==> src/rtl/sat_ctrl_pkg.sv <==
// Shared definitions for the clause-array controller: FSM state encoding and a
// constant-safe ceil(log2) helper used to size counters and index ports.
package sat_ctrl_pkg;

  typedef enum logic [2:0] {
    ST_IDLE  = 3'd0,
    ST_LOAD  = 3'd1,
    ST_DRV   = 3'd2,
    ST_WAIT  = 3'd3,
    ST_CONFL = 3'd4,
    ST_BKT   = 3'd5,
    ST_DONE  = 3'd6
  } state_e;

  // Never returns 0 so that derived vector widths stay legal for tiny parameters.
  function automatic int unsigned clog2_f(input int unsigned n);
    int unsigned r;
    r = 32'd0;
    for (int unsigned i = 32'd0; i < 32'd32; i++) begin
      r = (({32'd0, 32'd1} << i) < {32'd0, n}) ? (i + 32'd1) : r;
    end
    return (r == 32'd0) ? 32'd1 : r;
  endfunction

endpackage

==> src/rtl/prio_enc_lowest.sv <==
// Lowest-set-bit priority encoder: returns the index of the lowest asserted
// bit of vec_i and flags whether any bit was set at all.
module prio_enc_lowest
  import sat_ctrl_pkg::*;
#(
  parameter int unsigned N = 8,
  localparam int unsigned IW = clog2_f(N)
) (
  input  logic [N-1:0]  vec_i,
  output logic [IW-1:0] idx_o,
  output logic          valid_o
);

  // Scan from the top down so the lowest set bit is the last one to win.
  always_comb begin
    idx_o   = '0;
    valid_o = |vec_i;
    for (int i = N - 1; i >= 0; i--) begin
      idx_o = vec_i[i] ? IW'(i) : idx_o;
    end
  end

endmodule

==> src/rtl/clause_array_ctrl.sv <==
// Sequencer for a clause-array SAT accelerator: row loading, iterated boolean
// constraint propagation with conflict detection, and backtrack application.
module clause_array_ctrl
  import sat_ctrl_pkg::*;
#(
  parameter int unsigned NUM_C     = 8,
  parameter int unsigned WIDTH_LVL = 16,
  parameter int unsigned MAX_ITER  = 255,
  localparam int unsigned IDXW     = clog2_f(NUM_C)
) (
  input  logic                 clk,
  input  logic                 rst,
  input  logic                 load_start_i,
  input  logic                 load_valid_i,
  output logic                 load_ready_o,
  output logic [NUM_C-1:0]     wr_o,
  input  logic                 bcp_start_i,
  output logic                 imp_drv_o,
  input  logic                 var_changed_i,
  input  logic [NUM_C-1:0]     cclause_i,
  output logic [NUM_C-1:0]     cclause_drv_o,
  input  logic                 bkt_start_i,
  input  logic [WIDTH_LVL-1:0] bkt_lvl_i,
  output logic                 apply_bkt_o,
  output logic [WIDTH_LVL-1:0] bkt_lvl_o,
  output logic                 done_o,
  output logic                 conflict_o,
  output logic                 timeout_o,
  output logic [IDXW-1:0]      conflict_idx_o,
  output logic                 busy_o
);

  localparam int unsigned ITW = clog2_f(MAX_ITER + 32'd1);
  localparam logic [ITW-1:0]   MAX_ITER_C = ITW'(MAX_ITER);
  localparam logic [IDXW-1:0]  LAST_ROW_C = IDXW'(NUM_C - 32'd1);
  localparam logic [NUM_C-1:0] ONE_C      = NUM_C'(1'b1);

  state_e               state_q, state_d;
  logic [IDXW-1:0]      row_q, row_d;
  logic [ITW-1:0]       iter_q, iter_d;
  logic [IDXW-1:0]      cidx_q, cidx_d;
  logic                 conflict_q, conflict_d;
  logic                 timeout_q, timeout_d;
  logic [WIDTH_LVL-1:0] bkt_lvl_q, bkt_lvl_d;

  logic [IDXW-1:0]      enc_idx;
  logic                 enc_valid;

  prio_enc_lowest #(
    .N (NUM_C)
  ) u_prio_enc (
    .vec_i   (cclause_i),
    .idx_o   (enc_idx),
    .valid_o (enc_valid)
  );

  // State and datapath registers with synchronous reset.
  always_ff @(posedge clk) begin
    if (rst) begin
      state_q    <= ST_IDLE;
      row_q      <= '0;
      iter_q     <= '0;
      cidx_q     <= '0;
      conflict_q <= 1'b0;
      timeout_q  <= 1'b0;
      bkt_lvl_q  <= '0;
    end else begin
      state_q    <= state_d;
      row_q      <= row_d;
      iter_q     <= iter_d;
      cidx_q     <= cidx_d;
      conflict_q <= conflict_d;
      timeout_q  <= timeout_d;
      bkt_lvl_q  <= bkt_lvl_d;
    end
  end

  // Next-state logic and per-state strobes; strobes come only from distinct
  // states, which keeps the array drives mutually exclusive by construction.
  always_comb begin
    state_d       = state_q;
    row_d         = row_q;
    iter_d        = iter_q;
    cidx_d        = cidx_q;
    conflict_d    = conflict_q;
    timeout_d     = timeout_q;
    bkt_lvl_d     = bkt_lvl_q;
    load_ready_o  = 1'b0;
    wr_o          = '0;
    imp_drv_o     = 1'b0;
    cclause_drv_o = '0;
    apply_bkt_o   = 1'b0;
    done_o        = 1'b0;

    case (state_q)
      ST_IDLE: begin
        if (bkt_start_i) begin
          state_d    = ST_BKT;
          bkt_lvl_d  = bkt_lvl_i;
          conflict_d = 1'b0;
          timeout_d  = 1'b0;
          cidx_d     = '0;
        end else if (load_start_i) begin
          state_d    = ST_LOAD;
          row_d      = '0;
          conflict_d = 1'b0;
          timeout_d  = 1'b0;
          cidx_d     = '0;
        end else if (bcp_start_i) begin
          state_d    = ST_DRV;
          iter_d     = '0;
          conflict_d = 1'b0;
          timeout_d  = 1'b0;
          cidx_d     = '0;
        end else begin
          state_d = ST_IDLE;
        end
      end
      ST_LOAD: begin
        load_ready_o = 1'b1;
        if (load_valid_i) begin
          wr_o = ONE_C << row_q;
          if (row_q == LAST_ROW_C) begin
            row_d   = '0;
            state_d = ST_DONE;
          end else begin
            row_d = row_q + IDXW'(1'b1);
          end
        end else begin
          row_d = row_q;
        end
      end
      ST_DRV: begin
        imp_drv_o = 1'b1;
        iter_d    = (iter_q == MAX_ITER_C) ? iter_q : iter_q + ITW'(1'b1);
        state_d   = ST_WAIT;
      end
      ST_WAIT: begin
        if (enc_valid) begin
          cidx_d     = enc_idx;
          conflict_d = 1'b1;
          state_d    = ST_CONFL;
        end else if (var_changed_i) begin
          if (iter_q == MAX_ITER_C) begin
            timeout_d = 1'b1;
            state_d   = ST_DONE;
          end else begin
            state_d = ST_DRV;
          end
        end else begin
          state_d = ST_DONE;
        end
      end
      ST_CONFL: begin
        cclause_drv_o = ONE_C << cidx_q;
        state_d       = ST_DONE;
      end
      ST_BKT: begin
        apply_bkt_o = 1'b1;
        state_d     = ST_DONE;
      end
      ST_DONE: begin
        done_o  = 1'b1;
        state_d = ST_IDLE;
      end
      default: begin
        state_d = ST_IDLE;
      end
    endcase
  end

  assign busy_o         = (state_q != ST_IDLE);
  assign bkt_lvl_o      = bkt_lvl_q;
  assign conflict_o     = conflict_q;
  assign timeout_o      = timeout_q;
  assign conflict_idx_o = cidx_q;

endmodule
==> config.mk <==
export PLATFORM = sky130hd
export DESIGN_NAME = clause_array_ctrl
export DESIGN_NICKNAME = d
export VERILOG_FILES = /design/src/rtl/sat_ctrl_pkg.sv /design/src/rtl/prio_enc_lowest.sv /design/src/rtl/clause_array_ctrl.sv
export SDC_FILE = /design/constraint.sdc
export NUM_CORES = 1
export LEC_CHECK = 0
export CORE_MARGIN = 4
export CORE_UTILIZATION = 48
export DETAILED_ROUTE_END_ITERATION = 16
export DONT_BUFFER_PORTS = 1
export GPL_TIMING_DRIVEN = 1
export MAX_ROUTING_LAYER = met4
export SLEW_MARGIN = 20
export SYNTH_ARGS = -nofsm -noshare
export SYNTH_HDL_FRONTEND = slang
export SYNTH_SLANG_ARGS = --single-unit
==> constraint.sdc <==
create_clock -name clk -period 4.2 [get_ports clk]
set_input_delay 0.63 -clock clk [delete_from_list [all_inputs] [get_ports clk]]
set_output_delay 0.63 -clock clk [all_outputs]
set_load 0.03 [all_outputs]
* After elaboration in Yosys (flattened, before gate mapping) *
Cells that the tools add are included.

storage, ports and cells
  bits of input ports = 31
  bits in registers = 35
  output and inout port bits = 42
  word-level logic and storage cells = 92

cells by class
  shifts and indexed selects = 2
  muxes and demuxes = 48
  add/subtract/negate cells = 2
  reduce and logical (&&, ||, !) cells = 13
  eq/ne operators = 20

operators with widths
  cell                                             number
  2-to-1 mux 3 bit                                 22
  2-to-1 mux 8 bit                                 7
  inequality test 2 bit, second input constant     11
  one-hot mux 8 bit (2 select lines)               1
  left shift 1 x 3 -> 8 bit, first input constant  2
  one-hot mux 3 bit (5 select lines)               1
  == test 3 bit, second input constant             4
  one-hot mux 3 bit (2 select lines)               2
  2-to-1 mux 1 bit                                 11
  AND reduction 5 bit                              2
  adder 8 x 1 -> 8 bit, second input constant      1
  == test 8 bit, second input constant             1
  OR reduction 8 bit                               1
  == test 3 x 2 -> 1 bit, second input constant    2
  nonzero test 2 bit                               3
  2-to-1 mux 2 bit                                 2
  inequality test 4 bit, second input constant     1
  one-hot mux 1 bit (2 select lines)               2
  AND reduction 2 bit                              2
  AND reduction 4 bit                              1
  adder 3 x 1 -> 3 bit, second input constant      1
  == test 3 x 1 -> 1 bit, second input constant    1
  zero test 3 bit                                  1
  AND reduction 3 bit                              1
  other kinds (2)                                  2

* Longest topological paths before layout *
Gate-level depths: netlist of the first run.

  depth after elaboration = 10
  gate-level depth with buffers = 6
  depth with buffers taken out = 6

* By module *
Synthesis of the first run repeated with hierarchy kept, for this count alone.

unflattened totals
  cells, all modules = 232
  area total of the unflattened synthesis = 1,846.8 sq um

modules (own cells, without submodules)
  module             times used  cells an instance  area each (sq um)  seq. area each (sq um)
  clause_array_ctrl  1           219                1,766.7            700.7
  prio_enc_lowest    1           13                 80.1               0.0

* Worst setup path after synthesis of the first run *
OpenSTA, ideal clock, no wires.

  path kind = register to output
  start = register state_q[0]
  end = output port wr_o[0]
  required time = 3,570 ps
  data arrival time = 1,984 ps
  path buffers = 0
  path slack = 1,586 ps
  stages on the path, launching flop included = 4
  cells stage by stage = dfxtp_1 nor3b_1 and2_0 and3_1

on the way
  cells in the longest elaborated chain, start to end = 2

RTL lines
  element                 RTL line                 source
  from (decl)             clause_array_ctrl.sv:38  state_e state_q, state_d;
  from (signal assigned)  clause_array_ctrl.sv:68  state_q <= state_d;
  == test 3 x 1 -> 1 bit  clause_array_ctrl.sv:95  case (state_q)
  2-to-1 mux 8 bit        clause_array_ctrl.sv:95
  to (decl)               clause_array_ctrl.sv:16  output logic [NUM_C-1:0] wr_o,

Every way passes these cells.

* Final worst setup path of the first run *
  start = register state_q[0]
  end = output port wr_o[2]

Same word-level chain as after synthesis.

==> results of run 1 <==
cell type report:
cell class / count / area, um^2
Timing Repair Buffer: 1 / 7.51
Inverter: 8 / 30.0
Fill cell: 323 / 1550
Clock buffer: 8 / 100
Sequential cell: 35 / 701
Tap cell: 46 / 57.6
Multi-Input combinational cell: 176 / 1000
layer usage:
| layer | global-route usage, % | up-vias | share of wire, % |
|---|---|---|---|
| met3 | 6.16 | 6 | 7.8 |
| met5 | - | - | 0 |
| met1 | 21.5 | 702 | 44 |
| met2 | 27.9 | 50 | 47 |
| li1 | - | 800 | - |
| met4 | 8.68 | 0 | 1.5 |
critical path, cell delays in order (launching register included):
cell and delay [ns]:
dfxtp_1 0.56, nor3b_1 0.27, and2_0 0.33, and3_1 0.40
metrics by stage:
step           setup WS (ns)  instances  area [um^2]  util, %
2_1_floorplan           1.59        228         1770        -
3_3_place_gp            2.08        266         1800     52.2
3_5_place_dp            2.02        266         1800     52.2
4_1_cts                 1.70        274         1900     55.1
5_1_grt                 1.54        274         1900     55.1
6_report                1.71        274         1900     55.1
logic make-up after synthesis:
| kind of cell | synth area share [%] |
|---|---|
| AND/OR/NAND/NOR | 31.0 |
| AO/OA/AOI/OAI | 18.7 |
| flip-flops | 39.7 |
| buffers and inverters | 3.69 |
| adder cells (fa/ha/maj) | 4.96 |
| XOR/XNOR | 1.98 |
synth_stat cells (all sizes together) (3+ instances only):
cell type  number
clkbuf          8
a21oi          25
inv             8
o211ai          4
nand2b          3
xor2            4
nand3           6
o21ai           3
nor3            9
ha              7
dfxtp          35
and3           10
nand2          44
and2            4
nor2           23
registers in the layout, indices dropped and copies added (netlist names):
name            flops
bkt_lvl_o          16
iter_q              8
conflict_idx_o      3
row_q               3
state_q             3
conflict_o          1
timeout_o           1
power by group through the flow:
| stage | Clock (W) | Sequential, W | Combinational (W) |
|---|---|---|---|
| final | 0.000262 | 0.000534 | 0.000324 |
| after global routing | 0.000286 | 0.000546 | 0.000365 |
| after CTS | 0.000272 | 0.000534 | 0.000328 |
| after detailed placement | 0 | 0.000542 | 0.000327 |
| after global placement | 0 | 0.000538 | 0.000318 |
| after floorplan | 0 | 0.000501 | 0.000308 |
worst min-delay path by stage:
stage,start,to,slack (ns),cells past startpoint
after global routing,rst,bkt_lvl_o[4],0.39,1
after CTS,rst,bkt_lvl_o[12],0.40,1
after floorplan,iter_q[6],iter_q[6],0.47,2
after detailed placement,iter_q[1],iter_q[1],0.50,2
after global placement,iter_q[6],iter_q[6],0.48,2
final,rst,timeout_o,0.42,1
==> impl_results.md, run 1 <==
- Status: finished clean
- H-Tree Depth: 2
- Critical Path AT: around 1.9 ns
- Vias in the first global route: 1421
- Synth unique cells: 42
- DRT iter0 DRCs: 45
- Initial Util: 51.3%
- Register area share after synthesis: 39.7%
- First-pass GRT wire length: ~6300 um
- Area grow syn2layout: 7.37%
- Final setup vio count: 0
- Combinational power share: 28.9%
- TritonCTS Buffers: 5
- Sw frac: 42.7%
- Sequential fraction of design power: 47.7%
- Nets: around 270
- Core area: between 3000 and 4000 um^2
- Pwr/cell area: 591 nW/um^2
- Fin. max-slew vios: 0
- Yosys reg bits: 35
- # IOs: 73
- Worst R2R End: conflict_idx_o[0]
- Reg2reg setup slack: 2.12 ns
- Syn nets: 266
- Clock root cell: clkbuf_8
- Routed Wire Length: 4080 um
- Die ar.: around 4700 um^2
- Worst Max-Slew Pin Slew: 0.884 ns
- Unrepaired setup endpoints after global routing: no
- Sink Count: 35
- Cell count of the worst reg-to-reg path: 5
- Ys Warns: 0
- Router iterations before antenna repair: 4
- Antenna viol nets, final: 0
- Die X: about 70 um
- Clk pin slew, worst setup/hold paths: 0.07 ns
- Vias: 1558
- Lkg Pwr: approximately 0.71 nW
- Cts repair resizes: 0
- Share of layout cells above drive strength 1: 5.26%
- Synth top area cells: dfxtp_1 40%, nand2_1 9.4%, a21oi_1 7.1%, ha_1 5.0%, nor2_1 4.9%
- FF-to-FF Start: state_q[0]
- Number of flops mapped to enable cells by yosys: 0
- Most common cell after layout, fill and taps aside: nand2_1
- Worst IR Drop VDD: about 330 uV
- Buffers added on ports: 0
- # diodes: 0
- Worst-Skew Late Latency: about 0.28 ns
- CTS tree: yes
- Internal: 0.000641 W
- Synth Cell Area: 1770 um^2
- Startpoint types: register
- TNS Setup: 0 ns
- Main synth FF type: dfxtp_1
- MaxCap Viol Count: 0
- Worst min path class: in2reg
- Avg Inst Size Synth: 7.74 um^2
- CP Data Required Time: 3.57 ns
- Total track usage: 18.3%
- GP Congestion: between 0.8 and 0.9
- Number of post-CTS setup repair buffers: 0
- Row Count: 21
- DRC: 0
- Hpwl dp: 3070 um
- Tcrit/Tclk final: 59.2%
- Final Hold Fails: 0
- Max Clock Freq: 402 MHz
- Critical Path Source: state_q[0]
- Clk pwr share: roughly a quarter
- Initial antenna violation count: 0
- Synth async-reset ratio: 0%
- Total power draw: between 0.001 and 0.0015 W
- Switching component of the power: 0.000479 W
- Avg Vias per Cell: 5.69
- Setup Crit Path Kind: reg2out
- Yosys top cell area share: 39.7%
- Clock Path Buffers: 2
- Worst Setup End Kind: output pin
- Wire length per cell: about 15 um
- Die height: 68.6 um
- Slew HR: 40.6%
- Crit path to: wr_o[2]
- Overflow after GRT: 0
- Clock Skew: 0.00429 ns
- Hold_buf cts: 0
- Min cycle time layout: 2.49 ns
- Gate Count Post-Synth: 228
- Crit Path Max Fanout: 14
- Most frequent cells in the layout: 44 x nand2_1, 35 x dfxtp_1, 25 x a21oi_1, 23 x nor2_1, 10 x and3_1
- Synth area leader: dfxtp_1
- Largest net degree at the start of global routing: 30
- Hold slack: 0.416 ns
No activity file was read; power rests on OpenSTA's default activity.
==> run 2: changes to the inputs <==
==> constraint.sdc (replaced) <==
create_clock -name clk -period 2.45 [get_ports clk]
set_input_delay 0.3675 -clock clk [delete_from_list [all_inputs] [get_ports clk]]
set_output_delay 0.3675 -clock clk [all_outputs]
set_load 0.03 [all_outputs]
==> impl_results.md, run 2 (synthesis gave the netlist of run 1 again) <==
- TNS Setup: 0 ns (unchanged)
- Most frequent cells in the layout: 44 x nand2_1, 35 x dfxtp_1, 25 x a21oi_1, 23 x nor2_1, 12 x buf_4
- Die X: 68.6 um (unchanged)
- Pwr/cell area: 987 nW/um^2 (+67%)
- Tcrit/Tclk final: between 80 and 90%
- Worst-Skew Late Latency: 0.29 ns (about the same)
- Crit path to: wr_o[2]
- Vias in the first global route: 1493 (+5.1%)
- DRC: 0 (unchanged)
- Grt met1 use: 22.4% (+0.85 points)
- Unrepaired setup endpoints after global routing: no
- Crit-path slowest cell: dfxtp_1
- Crit Path Max Fanout: 14 (unchanged)
- Initial Util: 51.3% (unchanged)
- Row Count: 21 (unchanged)
- Reg2reg setup slack: 0.44 ns (-1.68 ns)
- Router iterations before antenna repair: 4 (unchanged)
- Largest net degree at the start of global routing: 30 (unchanged)
- Hpwl dp: 3140 um (+2.2%)
- # fillers: 353 (+9.3%)
- CTS tree: yes
- Die height: 68.6 um (unchanged)
- Worst IR Drop VDD: 604 uV (+80%)
- Routed Wire Length: 4220 um (+3.3%)
- Startpoint types: register
- Vias: 1598 (+2.6%)
- Max FFs per register: 16 (unchanged)
- Clock Path Buffers: 2 (unchanged)
- Worst Max-Slew Pin Slew: 0.592 ns (-0.292 ns)
- Sink Count: 35 (unchanged)
- Antenna viol nets, final: 0 (unchanged)
- Total track usage: 18.7% (+0.44 points)
- Most common cell after layout, fill and taps aside: nand2_1
- Avg Vias per Cell: 5.61 (-1.4%)
- Wire length per cell: 14.8 um (-0.73%)
- Area grow syn2layout: 11.6%
- Number of post-CTS setup repair buffers: 0 (unchanged)
- GP Congestion: 0.909 (+10%)
- Final setup vio count: 0 (unchanged)
- Critical Path Source: state_q[0]
- Critical Path AT: 1.83 ns (-0.03 ns)
- Worst min path class: in2reg
- FF-to-FF Start: state_q[1]
- M2 GR Usage: 29.8% (+1.9 points)
- Fin. max-slew vios: 0 (unchanged)
- Final core occ: 57.3% (+2.2 points)
- First-pass GRT wire length: 6540 um (+4.0%)
- Crit-path cells: nor3b_1, and2_0, and3_1, buf_4
- MaxCap Viol Count: 0 (unchanged)
- Grt peak-use layer: met2
- Clock Skew: 0.00771 ns (+0.00342 ns)
- Setup Crit Path Kind: reg2out
- Cts repair resizes: 0 (unchanged)
- Core area: 3440 um^2 (unchanged)
- TritonCTS Buffers: 5 (unchanged)
- Die ar.: 4710 um^2 (unchanged)
- Largest stage delay on the critical path: 0.57 ns (about the same)
- Clock root cell: clkbuf_8
- Final Hold Fails: 0 (unchanged)
- Slew HR: 60.2% (+20 points)
- Met3 usage: 5.67% (-0.49 points)
- Buffers added on ports: 0 (unchanged)
- Share of layout cells above drive strength 1: 10.0% (+4.8 points)
- Worst Setup End Kind: output pin
- H-Tree Depth: 2 (unchanged)
- # IOs: 73 (unchanged)
- Max Clock Freq: 455 MHz
- Lkg Pwr: 0.763 nW (+6.8%)
- Cell count of the worst reg-to-reg path: 5 (unchanged)
- DRT iter0 DRCs: 77 (+71%)
- Initial antenna violation count: 0 (unchanged)
- Post-place instance area: 1880 um^2 (+4.6%)
- Min cycle time layout: 2.20 ns
- Nets: 276 (+4.2%)
- Overflow after GRT: 0 (unchanged)
- Status: finished clean
- CP Data Required Time: 2.08 ns (-1.49 ns)
- # diodes: 0 (unchanged)
- Clk pin slew, worst setup/hold paths: 0.08 ns (about the same)
- Worst R2R End: iter_q[6]
- Design area: 1970 um^2 (+4.0%)
- Hold_buf cts: 0 (unchanged)
==> run 2: changes by cell type in the layout (fill, tap and decap cells not counted), sizes merged <==
cell      delta
buf         +11
clkbuf       -3
clkinvlp     +2
inv          +1
==> run 2: how the worst min path moves through the flow <==
stage,from,to,slack [ns],cells past startpoint
after floorplan,cclause_i[1],conflict_idx_o[1],0.46,1
after CTS,rst,bkt_lvl_o[12],0.13,1
final,rst,iter_q[1],0.14,1
after global routing,rst,bkt_lvl_o[12],0.13,1
after global placement,rst,bkt_lvl_o[5],0.44,1
after detailed placement,rst,row_q[2],0.44,1
==> run 2: power breakdown <==
part	switching (W)	internal, W
registers	0.000254	0.000665
clock network	0.000223	0.000203
logic	0.000390	0.000210
total	0.000867	0.00108
==> run 2: per-stage QoR <==
step / std cells / hold slack (ns) / total power (W) / worst slack, ns
final: 285 / 0.140 / 0.00194 / 0.251
after global placement: 277 / 0.442 / 0.00151 / 0.517
after CTS: 285 / 0.130 / 0.00196 / 0.223
after floorplan: 228 / 0.455 / 0.00139 / 0.0989
after detailed placement: 277 / 0.445 / 0.00153 / 0.459
after global routing: 285 / 0.127 / 0.00207 / 0.0202
==> run 2: final cells by class <==
class	count	area (um^2)	area share, %
Tap cell	46	57.6	2.92
Timing Repair Buffer	12	90.1	4.57
Sequential cell	35	701	35.6
Clock inverter	3	23.8	1.21
Clock buffer	5	68.8	3.49
Multi-Input combinational cell	176	1000	50.7
Inverter	8	30.0	1.52
==> run 2: routing by layer <==
metal | wire, um | up-vias
met4 | 18 | 0
met1 | 1790 | 725
li1 | - | 816
met3 | 372 | 2
met2 | 2040 | 55
met5 | 0 | -
==> run 2: critical path, delay by kind of cell, from the launching register on <==
kind                   cells  cell delay (ns)
AND/OR/NAND/NOR            3             0.81
flip-flops                 1             0.57
buffers and inverters      1             0.16
